## config.mk

```make
export PLATFORM = sky130hd
export DESIGN_NAME = pb_debouncer_flat
export DESIGN_NICKNAME = d
export VERILOG_FILES = /design/src/rtl/pb_debouncer_if.sv /design/src/rtl/pb_debouncer.sv /design/src/flat_wrapper.sv
export SDC_FILE = /design/constraint.sdc
export NUM_CORES = 1
export LEC_CHECK = 0
export BUFFER_PORTS_ARGS = -buffer_cell sky130_fd_sc_hd__buf_2
export CAP_MARGIN = 20
export CORE_MARGIN = 2
export CORE_UTILIZATION = 50
export CTS_CLUSTER_DIAMETER = 40
export DETAILED_ROUTE_END_ITERATION = 10
export PLACE_DENSITY = 0.75
export SLEW_MARGIN = 20
export SYNTH_ARGS = -nofsm -noshare
export SYNTH_HDL_FRONTEND = slang
export SYNTH_SLANG_ARGS = --single-unit
```

## constraint.sdc

```tcl
create_clock -name clk -period 1.8 [get_ports clk]
set_clock_uncertainty 0.2 [all_clocks]
set_input_delay 0.54 -clock clk [delete_from_list [all_inputs] [get_ports clk]]
set_output_delay 0.54 -clock clk [all_outputs]
set_load 0.01 [all_outputs]
```

## src/rtl/pb_debouncer_if.sv

```systemverilog
// Push-button debouncer signal bundle.
// Optional feature macro: DEBOUNCE_GLITCH_CNT_EN (adds glitch_cnt).
// Signals:
//   pb_raw      raw button level, asynchronous to the design clock
//   pb_clean    debounced level
//   pb_busy     high while a candidate transition is being qualified
//   glitch_cnt  saturating count of aborted transitions (macro only)
// Modports: master drives pb_raw (button side), slave is the debouncer.
interface pb_debouncer_if;
    logic       pb_raw;
    logic       pb_clean;
    logic       pb_busy;
`ifdef DEBOUNCE_GLITCH_CNT_EN
    logic [7:0] glitch_cnt;

    modport master (output pb_raw, input pb_clean, input pb_busy, input glitch_cnt);
    modport slave  (input pb_raw, output pb_clean, output pb_busy, output glitch_cnt);
`else
    modport master (output pb_raw, input pb_clean, input pb_busy);
    modport slave  (input pb_raw, output pb_clean, output pb_busy);
`endif
endinterface

```

## src/rtl/pb_debouncer.sv

```systemverilog
// Synchronises and debounces a raw push-button level into a clean level.
// Optional feature macro: DEBOUNCE_GLITCH_CNT_EN (saturating glitch counter).
// Ports:
//   clk   system clock
//   rst   asynchronous active-high reset
//   pb    pb_debouncer_if.slave: pb_raw in; pb_clean, pb_busy (, glitch_cnt) out
// Parameters:
//   SYNC_STAGES    synchroniser depth (2..4)
//   STABLE_CYCLES  consecutive samples needed to accept a new level
//   CNT_W          stability counter width
module pb_debouncer #(
    parameter int unsigned SYNC_STAGES   = 2,
    parameter int unsigned STABLE_CYCLES = 16,
    parameter int unsigned CNT_W         = 20
) (
    input  logic            clk,
    input  logic            rst,
    pb_debouncer_if.slave   pb
);

    localparam logic [CNT_W-1:0] CNT_LAST = CNT_W'(STABLE_CYCLES - 1);
    localparam logic [CNT_W-1:0] CNT_ONE  = CNT_W'(1);

    typedef enum logic [1:0] {
        ST_LOW       = 2'd0,
        ST_WAIT_HIGH = 2'd1,
        ST_HIGH      = 2'd2,
        ST_WAIT_LOW  = 2'd3
    } state_t;

    logic [SYNC_STAGES-1:0] sync_q;
    logic                   s;
    state_t                 state_q, state_d;
    logic [CNT_W-1:0]       cnt_q, cnt_d;
    logic                   clean_q;
    logic                   busy_q;

    // Synchroniser chain; only its last stage is used downstream.
    always_ff @(posedge clk or posedge rst) begin
        if (rst) begin
            sync_q <= '0;
        end else begin
            sync_q <= {sync_q[SYNC_STAGES-2:0], pb.pb_raw};
        end
    end

    assign s = sync_q[SYNC_STAGES-1];

    // State, counter and registered output flops.
    always_ff @(posedge clk or posedge rst) begin
        if (rst) begin
            state_q <= ST_LOW;
            cnt_q   <= '0;
            clean_q <= 1'b0;
            busy_q  <= 1'b0;
        end else begin
            state_q <= state_d;
            cnt_q   <= cnt_d;
            clean_q <= (state_d == ST_HIGH) || (state_d == ST_WAIT_LOW);
            busy_q  <= (state_d == ST_WAIT_HIGH) || (state_d == ST_WAIT_LOW);
        end
    end

    // Next-state logic; with a single-sample threshold the WAIT states are skipped.
    always_comb begin
        state_d = state_q;
        cnt_d   = cnt_q;
        case (state_q)
            ST_LOW: begin
                if (s) begin
                    if (STABLE_CYCLES == 1) begin
                        state_d = ST_HIGH;
                    end else begin
                        state_d = ST_WAIT_HIGH;
                        cnt_d   = CNT_ONE;
                    end
                end
            end
            ST_WAIT_HIGH: begin
                if (!s) begin
                    state_d = ST_LOW;
                    cnt_d   = '0;
                end else if (cnt_q == CNT_LAST) begin
                    state_d = ST_HIGH;
                    cnt_d   = '0;
                end else begin
                    cnt_d = cnt_q + CNT_ONE;
                end
            end
            ST_HIGH: begin
                if (!s) begin
                    if (STABLE_CYCLES == 1) begin
                        state_d = ST_LOW;
                    end else begin
                        state_d = ST_WAIT_LOW;
                        cnt_d   = CNT_ONE;
                    end
                end
            end
            ST_WAIT_LOW: begin
                if (s) begin
                    state_d = ST_HIGH;
                    cnt_d   = '0;
                end else if (cnt_q == CNT_LAST) begin
                    state_d = ST_LOW;
                    cnt_d   = '0;
                end else begin
                    cnt_d = cnt_q + CNT_ONE;
                end
            end
            default: begin
                state_d = ST_LOW;
                cnt_d   = '0;
            end
        endcase
    end

    assign pb.pb_clean = clean_q;
    assign pb.pb_busy  = busy_q;

`ifdef DEBOUNCE_GLITCH_CNT_EN
    logic       abort_c;
    logic [7:0] glitch_q;

    // A qualification abandoned because the sample reverted counts as one glitch.
    assign abort_c = ((state_q == ST_WAIT_HIGH) && !s) || ((state_q == ST_WAIT_LOW) && s);

    always_ff @(posedge clk or posedge rst) begin
        if (rst) begin
            glitch_q <= '0;
        end else if (abort_c && (glitch_q != 8'hFF)) begin
            glitch_q <= glitch_q + 8'd1;
        end
    end

    assign pb.glitch_cnt = glitch_q;
`endif

endmodule

```

## src/flat_wrapper.sv

```systemverilog
// flat-port wrapper written by rule: the top's interface ports become plain ports
module pb_debouncer_flat 
#(
    parameter int unsigned SYNC_STAGES   = 2,
    parameter int unsigned STABLE_CYCLES = 16,
    parameter int unsigned CNT_W         = 20
)
  (clk, rst, pb_pb_raw, pb_pb_clean, pb_pb_busy);
  pb_debouncer_if pb_i ();
  input  logic clk;
  input  logic rst;
  input wire logic [$bits(pb_i.pb_raw)-1:0] pb_pb_raw;
  output wire logic [$bits(pb_i.pb_clean)-1:0] pb_pb_clean;
  output wire logic [$bits(pb_i.pb_busy)-1:0] pb_pb_busy;
  assign pb_i.pb_raw = pb_pb_raw;
  assign pb_pb_clean = pb_i.pb_clean;
  assign pb_pb_busy = pb_i.pb_busy;
  pb_debouncer #(.SYNC_STAGES(SYNC_STAGES), .STABLE_CYCLES(STABLE_CYCLES), .CNT_W(CNT_W)) u_core (.clk(clk), .rst(rst), .pb(pb_i));
endmodule
```

==> results of run 1 <==
-- final cells by class --
type                       instances  area [µm²]  area share
tap                               30       37.54     0.01944
timing repair buffer              48       385.4      0.1996
sequential                        25       628.1      0.3253
multi-input combinational        112       829.5      0.4297
inverter                           6       22.52     0.01167
clock buffer                       3       22.52     0.01167
clock inverter                     1       5.005    0.002592
-- stage by stage --
stage	power, mW	instances	area, µm²
after floorplan	0.6495	147	1349
after global placement	0.6885	208	1628
after detailed placement	0.6948	208	1628
after CTS	0.9655	222	1810
after global routing	1.006	225	1931
final	0.9735	225	1931
-- sequential cells by signal, indices dropped and copies added (netlist names) --
| name | flops |
|---|---|
| u_core.sync_q | 2 |
| u_core.pb.pb_busy | 1 |
| u_core.pb.pb_clean | 1 |
| u_core.cnt_q | 20 |
| u_core.state_q | 1 |
-- path summary, 6_finish.rpt --
path	cells past startpoint	to	start	slack, ns
max	5	u_core.cnt_q[15]	u_core.cnt_q[7]	-0.09
min	3	u_core.sync_q[0]	rst	0.04
max reg2reg	5	u_core.cnt_q[15]	u_core.cnt_q[7]	-0.09
min reg2reg	0	u_core.sync_q[1]	u_core.sync_q[0]	0.18
max in group asynchronous	3	u_core.cnt_q[5]	rst	1.09
min in group clk	1	u_core.sync_q[0]	pb_pb_raw	0.11
-- critical path: cells and delay by family, from the launching register on --
family	cells	cell delay, ns
AND/OR/NAND/NOR	3	0.86
AO/OA/AOI/OAI	2	0.23
flip-flops	1	0.49
-- synthesized netlist by cell type (2+ instances only) --
cell type  number
a21o_1          5
a21oi_1         8
a22o_1          2
buf_4           2
dfrtp_1        25
inv_1           6
mux2_2          2
mux2i_1         3
nand2_1        18
nand3_1        15
nand4_1         3
nor2_1          8
nor3_1          3
nor4_1          8
o21ai_0         6
o21ai_1         8
or3_1           5
xnor2_1         2
-- cells by family after synthesis --
group	after synthesis
buffers and inverters	10
AO/OA/AOI/OAI	34
XOR/XNOR	3
AND/OR/NAND/NOR	69
multiplexers	5
flip-flops	25
adder cells (fa/ha/maj)	1
-- layout by cell type (no fill, tap or decap), drive strengths merged, types with 3 or more instances in the layout --
cell / n
mux2i: 3
clkbuf: 3
nand4: 3
nand3: 15
inv: 6
a21oi: 8
or3: 5
a21o: 5
buf: 48
nor4: 10
nor2: 8
nand2: 19
dfrtp: 25
o21ai: 15
nor3: 3
-- repair_timing --
action | in CTS | in global routing
resized for setup | 19 | 19
pin swaps | 15 | 9
hold buffers | 0 | 0
gates cloned | 0 | 0
buffers inserted | 10 | 3
endpoints found under the setup margin | 17 | 18
-- layer usage --
metal / up-vias / global-route usage / wire length (µm)
li1: 633 / - / -
met3: 12 / 0.02791 / 196
met5: - / 0 / 0
met1: 684 / 0.2848 / 1671
met2: 60 / 0.4694 / 2106
met4: 0 / 0.09184 / 90
-- power groups by stage --
stage	Clock [mW]	Combinational, mW	Sequential [mW]
6_report	0.259	0.130	0.585
5_1_grt	0.280	0.140	0.586
4_1_cts	0.259	0.123	0.584
3_5_place_dp	0	0.102	0.593
3_3_place_gp	0	0.0977	0.591
2_1_floorplan	0	0.0561	0.593
==> flow_summary.yaml, run 1 <==
place:
  dpl_worst_slack_ns: -0.09511
  place.gp.congestion: 0.9227
  portBuffers: 4
  hpwl_um: 2253
synth:
  synth_simple_gate_area_share: 0.2774
  yosys.area.top_type: "dfrtp_1"
  yosys.area.top_type_share: 0.4638
  synth-xor-area-share: 0.02505
  synthMuxAreaShare: 0.03896
  synth_ff_type: "dfrtp_1"
  syn_avg_cell_area_um2: 9.175
  synth_fp_nets: 151
  async_flop_share: 1.000
  synth_top_family_by_area: "simple AND/OR/NAND/NOR gates"
  synth_area_mm2: 0.001349
  ys_seq_area_frac: 0.4638
  ys_types: 36
  yosys_warnings: 0
  synth_edf_count: 0
  synth_compound_area_frac: 0.1512
  synth-seq-cells: 25
  syn_inst: 147
  synth_area_leaders: "dfrtp_1, nand3_1, nand2_1"
  synth_fa_ha_area_frac: 0.009276
timing:
  fin_hold_ws_ns: 0.03995
  worst_slew_pin_slew_ns: 0.3316
  min_period_ns: 1.892
  slew_viol_final: 0
  rsz0062_at_grt: "yes"
  hold_viol: 0
  slew_headroom: 0.7773
  layout_setup_ws_ns: -0.09191
  setup_tns_ns: -0.9248
  setup_violations: 15
  fin_crit_sh: 1.051
  fmaxAchievable_mhz: 528.6
pwr:
  power.share.switching: 0.2625
  p_seq_frac: 0.600
  power.switching_uw: 255.6
  power_density_mw_per_mm2: 504.2
  p_int_uw: 717.9
  leakage_nw: 0.8823
  peakVddDrop_v: 0.0004683
  power_frac_comb: 0.134
  p_clk_frac: 0.266
routing:
  first_pass_iters: 4
  wl_per_cell_um: 18.06
  drt-initial-drc-count: 65
  vias_per_cell: 6.173
  drc: 0
  ant_nets: 0
  vias: 1389
  routed_wl_um: 4064
setup_path:
  cpMaxStageDelayCell: "or4_4"
  cpPeakStageDelay_ns: 0.60
  critPathRequiredTime_ns: 1.82
  critical_path_class: "register to register"
  worstPathCellList: "nand2_2 > or4_4 > nor2_1 > o21ai_1 > a21o_1"
  arrival_ns: 1.92
  start_kind: "register"
  cp_max_fo: 5
  crit_path_end_kind: "register"
floorplan:
  die_w_um: 55.94
  dieArea_mm2: 0.003129
  start_util: 0.5347
  io_pins: 5
  die_height_um: 55.94
  core_area_mm2: 0.002522
  num_rows: 18
layout:
  insertedDiodeCount: 0
  drive_above_1_share: 0.4410
  synthToLayoutAreaGrowth_pct: 43.14
  post-route-util: 0.7654
  nNetsFinal: 200
  fillers: 148
clock_network:
  cts-root-buf: "clkbuf_4"
  clock-sinks: 25
  cts_made_buffers: 3
  worstSkewPairLatency_ns: 0.32
  clkTransAtPathRegs_ns: 0.14
  clockBufferDepth: 2
  htreeDepth: 1
  cts_tree: "yes"
run:
  maxCapViolCount: 0
global_routing:
  grt_max_degree: 26
  grt_pass1_vias: 1373
  grt_pass1_wl_um: 6099
  grt_usage: 0.2480
  overflow: 0
  antenna_found_initial: 0
status:
  status: "complete, but fails checks"
  violations: "negative setup slack"
min_path:
  min_path_type: "input pin to async pin"
No activity file was read; power rests on OpenSTA's default activity.
==> inputs of run 2 (changes only) <==
--- a/config.mk
+++ b/config.mk
@@ -11,7 +11,7 @@
 export CORE_UTILIZATION = 50
 export CTS_CLUSTER_DIAMETER = 40
 export DETAILED_ROUTE_END_ITERATION = 10
-export PLACE_DENSITY = 0.75
+export PLACE_DENSITY_LB_ADDON = 0.08
 export SLEW_MARGIN = 20
 export SYNTH_ARGS = -nofsm -noshare
 export SYNTH_HDL_FRONTEND = slang
==> flow_summary.yaml, run 2 (same netlist as run 1, synthesis figures left out) <==
layout:
  largest_reg_flops: 20
  synthToLayoutAreaGrowth_pct: 30.06
  finalNonFillerCells: 218
  nNetsFinal: 193
  reg_top3: "u_core.cnt_q x20, u_core.sync_q x2"
  post-route-util: 0.6954
  insertedDiodeCount: 0
  final_common_cell: "buf_4"
  fillers: 203
  design_area_mm2: 0.001754
  layout_common_cells: "buf_4, dfrtp_1, nand2_1"
  top_register: "u_core.cnt_q"
  drive_above_1_share: 0.3617
setup_path:
  cpPeakStageDelay_ns: 0.39
  critical-path-top-delay-family: "simple AND/OR/NAND/NOR gates"
  reg2reg_from: "u_core.cnt_q[1]"
  worstPathCellList: "ha_2 > nand3_1 > nor4_4 > nand3_1 > or3_1 > o21ai_2"
  arrival_ns: 1.94
  crit_path_end_kind: "register"
  rrSetupSlack_ns: -0.08
  cp.buffers_inverters: 0
  cpMaxStageDelayCell: "dfrtp_1"
  critical_path_class: "register to register"
  r2r_end: "u_core.cnt_q[16]"
  start_kind: "register"
  worstRegToRegCells: 6
  cpMostUsedCell: "nand3_1"
  cp_max_fo: 4
  critPathRequiredTime_ns: 1.86
pwr:
  p_int_uw: 701.0
  power.switching_uw: 243.9
  power_density_mw_per_mm2: 538.7
  leakage_nw: 0.7957
  p_seq_frac: 0.616
  peakVddDrop_v: 0.0004287
  p_clk_frac: 0.275
  power.share.switching: 0.2581
  power_frac_comb: 0.109
routing:
  wl_per_cell_um: 14.74
  vias_per_cell: 5.697
  routed_wl_um: 3213
  drc: 0
  vias: 1242
  first_pass_iters: 4
  drt-initial-drc-count: 47
  ant_nets: 0
floorplan:
  io_pins: 5
  start_util: 0.5347
  num_rows: 18
  core_area_mm2: 0.002522
  die_height_um: 55.94
  dieArea_mm2: 0.003129
  die_w_um: 55.94
timing:
  hold_viol: 0
  layout_setup_ws_ns: -0.07642
  setup_violations: 11
  rsz0062_at_grt: "yes"
  slew_viol_final: 0
  slew_headroom: 0.7612
  fin_crit_sh: 1.042
  worst_slew_pin_slew_ns: 0.3555
  fmaxAchievable_mhz: 532.9
  min_period_ns: 1.876
clock_network:
  htreeDepth: 1
  clkTransAtPathRegs_ns: 0.14
  cts_made_buffers: 3
  cts-root-buf: "clkbuf_4"
  clockBufferDepth: 2
  cts_tree: "yes"
  clock-sinks: 25
  worstSkewPairLatency_ns: 0.33
  cts_hold_buf: 0
min_path:
  min_path_type: "input pin to async pin"
place:
  dpl_worst_slack_ns: -0.1373
  place_inst: 209
  portBuffers: 4
  place.gp.congestion: 0.8244
  hpwl_um: 2262
  place_area_mm2: 0.001623
status:
  violations: "negative setup slack"
  status: "complete, but fails checks"
global_routing:
  grt_pass1_vias: 1233
  grt_usage: 0.2272
  overflow: 0
  antenna_found_initial: 0
  grt_max_degree: 26
  grt_pass1_wl_um: 5547
run:
  maxCapViolCount: 0
==> run 2: layout make-up <==
type                    instances  area [µm²]  area share
clock buffers                   3       22.52     0.01284
flip-flops and latches         25       625.6      0.3566
clock inverters                 1       5.005    0.002853
multi-input cells             112       735.7      0.4194
well taps                      30       37.54     0.02140
repair buffers                 41       305.3      0.1740
inverters                       6       22.52     0.01284
==> run 2: power by group through the flow <==
stage               registers, mW  clock network [mW]  logic (mW)
floorplan                   0.593                   0      0.0561
global placement            0.591                   0      0.0929
detailed placement          0.592                   0      0.0959
finish                      0.582               0.260       0.103
CTS                         0.582               0.269       0.102
global route                0.584               0.290       0.115
==> run 2: metrics by stage <==
| step | hold slack (ns) | power (mW) | TNS, ns |
|---|---|---|---|
| 2_1_floorplan | 0.1312 | 0.6495 | -0.05735 |
| 6_report | 0.02928 | 0.9449 | -0.3378 |
| 5_1_grt | 0.07637 | 0.9887 | -1.719 |
| 4_1_cts | 0.03565 | 0.9527 | -0.2427 |
| 3_3_place_gp | 0.1396 | 0.6839 | -0.7278 |
| 3_5_place_dp | 0.1609 | 0.6883 | -0.9277 |
==> run 2: worst max-delay path by stage <==
stage                     from               end  slack (ns)  cells past startpoint
6_report       u_core.cnt_q[1]  u_core.cnt_q[16]       -0.08                      6
5_1_grt        u_core.cnt_q[9]  u_core.cnt_q[16]       -0.18                      6
4_1_cts        u_core.cnt_q[4]  u_core.cnt_q[16]       -0.04                      6
3_5_place_dp   u_core.cnt_q[1]  u_core.cnt_q[16]       -0.14                      6
3_3_place_gp   u_core.cnt_q[0]  u_core.cnt_q[14]       -0.11                      6
2_1_floorplan  u_core.cnt_q[0]  u_core.cnt_q[14]       -0.02                      6
==> run 2: repair_timing <==
| item | 4_1_cts | 5_1_grt |
|---|---|---|
| resized for setup | 10 | 6 |
| pin swaps | 9 | 6 |
| setup endpoints to repair | 19 | 19 |
| setup buffers | 5 | 0 |
==> run 2: metal layers <==
| layer | wire length, µm | vias to the layer above | GRT usage |
|---|---|---|---|
| met3 | 99 | 5 | 0.02093 |
| met1 | 1446 | 590 | 0.2970 |
| met5 | 0 | - | 0 |
| li1 | - | 617 | - |
| met2 | 1630 | 30 | 0.3997 |
| met4 | 36 | 0 | 0.06803 |
==> run 2: worst register-to-register path, delay by kind of cell (launching register included) <==
family                     cells  cell delay (ns)
DFF                            1             0.39
AOI/OAI and AO/OA              1             0.06
adders and majority gates      1             0.20
and+or+nand+nor                4             0.97
==> inputs of run 3 (changes only) <==
--- a/config.mk
+++ b/config.mk
@@ -12,6 +12,7 @@
 export CTS_CLUSTER_DIAMETER = 40
 export DETAILED_ROUTE_END_ITERATION = 10
 export PLACE_DENSITY_LB_ADDON = 0.08
+export REMOVE_ABC_BUFFERS = 1
 export SLEW_MARGIN = 20
 export SYNTH_ARGS = -nofsm -noshare
 export SYNTH_HDL_FRONTEND = slang
==> flow_summary.yaml, run 3 (same netlist as run 1, synthesis figures left out) <==
setup_path:
  rrSetupSlack_ns: -0.13
  critical_path_class: "register to register"
  reg2reg_from: "u_core.cnt_q[5]"
  arrival_ns: 1.97
  cp_max_fo: 5
  r2r_end: "u_core.cnt_q[9]"
  worstRegToRegCells: 6
  start_kind: "register"
  critPathRequiredTime_ns: 1.84
  crit_path_end_kind: "register"
min_path:
  min_path_type: "input pin to register"
  worstHoldStart: "pb_pb_raw"
  holdPathEnd: "u_core.sync_q[0]"
  holdPathStages: 1
pwr:
  power_density_mw_per_mm2: 487.8
  p_int_uw: 712.8
  power_uw: 969.3
  power.share.switching: 0.2646
  p_clk_frac: 0.274
  power_frac_comb: 0.126
  power.switching_uw: 256.5
  leakage_nw: 0.8935
  p_seq_frac: 0.600
  peakVddDrop_v: 0.0006463
floorplan:
  die_w_um: 55.94
  die_height_um: 55.94
  dieArea_mm2: 0.003129
  core_area_mm2: 0.002522
  start_util: 0.5347
  num_rows: 18
  io_pins: 5
layout:
  post-route-util: 0.7877
  fillers: 171
  insertedDiodeCount: 0
  largest_reg_flops: 20
  synthToLayoutAreaGrowth_pct: 47.31
  finalNonFillerCells: 231
  layout_common_cells: "buf_4, dfrtp_1, nand2_1"
  multiInputGateArea_um2: 843.3
  top_register: "u_core.cnt_q"
  seq_area_um2: 628.1
  nNetsFinal: 206
  design_area_mm2: 0.001987
  reg_top3: "u_core.cnt_q x20, u_core.sync_q x2"
  final_common_cell: "buf_4"
  drive_above_1_share: 0.4627
clock_network:
  cts-root-buf: "clkbuf_4"
  worstSkewPairLatency_ns: 0.33
  htreeDepth: 1
  cts_made_buffers: 3
  clockBufferDepth: 2
  cts_tree: "yes"
  clock-sinks: 25
  clkTransAtPathRegs_ns: 0.14
routing:
  routed_wl_um: 4007
  vias: 1391
  vias_per_cell: 6.022
  drt-initial-drc-count: 52
  ant_nets: 0
  first_pass_iters: 4
  drc: 0
  wl_per_cell_um: 17.35
timing:
  slew_viol_final: 0
  layout_setup_ws_ns: -0.1346
  fin_hold_ws_ns: 0.1009
  rsz0062_at_grt: "yes"
  setup_violations: 17
  min_period_ns: 1.935
  fin_crit_sh: 1.075
  fmaxAchievable_mhz: 516.9
  slew_headroom: 0.7740
  worst_slew_pin_slew_ns: 0.3364
  hold_viol: 0
status:
  status: "complete, but fails checks"
  violations: "negative setup slack"
place:
  portBuffers: 4
  place_inst: 212
  hpwl_um: 2480
  place.gp.congestion: 0.8715
  place_area_mm2: 0.001658
global_routing:
  grt_pass1_vias: 1405
  grt_use_met1: 0.3158
  grt_pass1_wl_um: 6423
  grt_max_degree: 16
  met3_usage: 0.04651
  use_met2: 0.4677
  grt.busiest_layer: "met2"
  overflow: 0
  antenna_found_initial: 0
  grt_usage: 0.2646
run:
  maxCapViolCount: 0
## run 3: cell types whose count changed in the layout (fill, tap and decap cells not counted), moves of 3 or more
| cell | before | now |
|---|---|---|
| buf_4 | 35 | 41 |
| a21oi_1 | 8 | 4 |
| a21oi_2 | 0 | 4 |
| buf_6 | 2 | 6 |
| nor4_4 | 1 | 5 |
| nand3_4 | 0 | 3 |
## run 3: how the worst max path moves through the flow
stage / from / cells after the start / endpoint / slack, ns
floorplan: u_core.cnt_q[0] / 6 / u_core.cnt_q[9] / -0.06
global placement: u_core.cnt_q[6] / 5 / u_core.cnt_q[3] / -0.13
CTS: u_core.cnt_q[8] / 7 / u_core.cnt_q[18] / -0.09
detailed placement: u_core.cnt_q[0] / 6 / u_core.cnt_q[18] / -0.15
global route: u_core.cnt_q[4] / 7 / u_core.cnt_q[19] / -0.20
finish: u_core.cnt_q[5] / 6 / u_core.cnt_q[9] / -0.13
## run 3: routing by layer
| metal | routed length [µm] | part of all wire |
|---|---|---|
| met4 | 176 | 0.044 |
| met2 | 2035 | 0.51 |
| met1 | 1610 | 0.40 |
| met5 | 0 | 0 |
| met3 | 185 | 0.046 |
## run 3: worst max-delay path, stage by stage, from the launching register on
cell	delay, ns
dfrtp_1	0.44
nor4_4	0.39
nand3_4	0.15
o21ai_2	0.20
buf_6	0.14
o21ai_1	0.09
a22o_1	0.24
## run 3: layout make-up
type / count / share of cell area
repair buffers: 53 / 0.2141
well taps: 30 / 0.01889
clock inverters: 1 / 0.003778
clock buffers: 3 / 0.01133
multi-input cells: 113 / 0.4244
flip-flops and latches: 25 / 0.3161
inverters: 6 / 0.01133
## run 3: stage by stage
step	worst slack [ns]	setup TNS, ns
after CTS	-0.08816	-0.4113
final	-0.1346	-1.132
after floorplan	-0.06024	-0.1944
after global routing	-0.2011	-2.275
after global placement	-0.1288	-1.021
after detailed placement	-0.1480	-1.116
## run 3: what timing repair did
action	in CTS	in global routing
gates cloned	0	1
pin swaps	11	9
buffers inserted	8	5
gates resized for setup	28	11
hold endpoints to repair	17	0
hold buffers	1	0
setup endpoints to repair	20	20
## run 3: power groups by stage
| stage | Clock [mW] | Combinational (mW) | Sequential, mW |
|---|---|---|---|
| 3_3_place_gp | 0 | 0.101 | 0.590 |
| 3_5_place_dp | 0 | 0.108 | 0.591 |
| 4_1_cts | 0.279 | 0.114 | 0.581 |
| 2_1_floorplan | 0 | 0.0522 | 0.593 |
| 6_report | 0.266 | 0.122 | 0.581 |
| 5_1_grt | 0.296 | 0.136 | 0.583 |
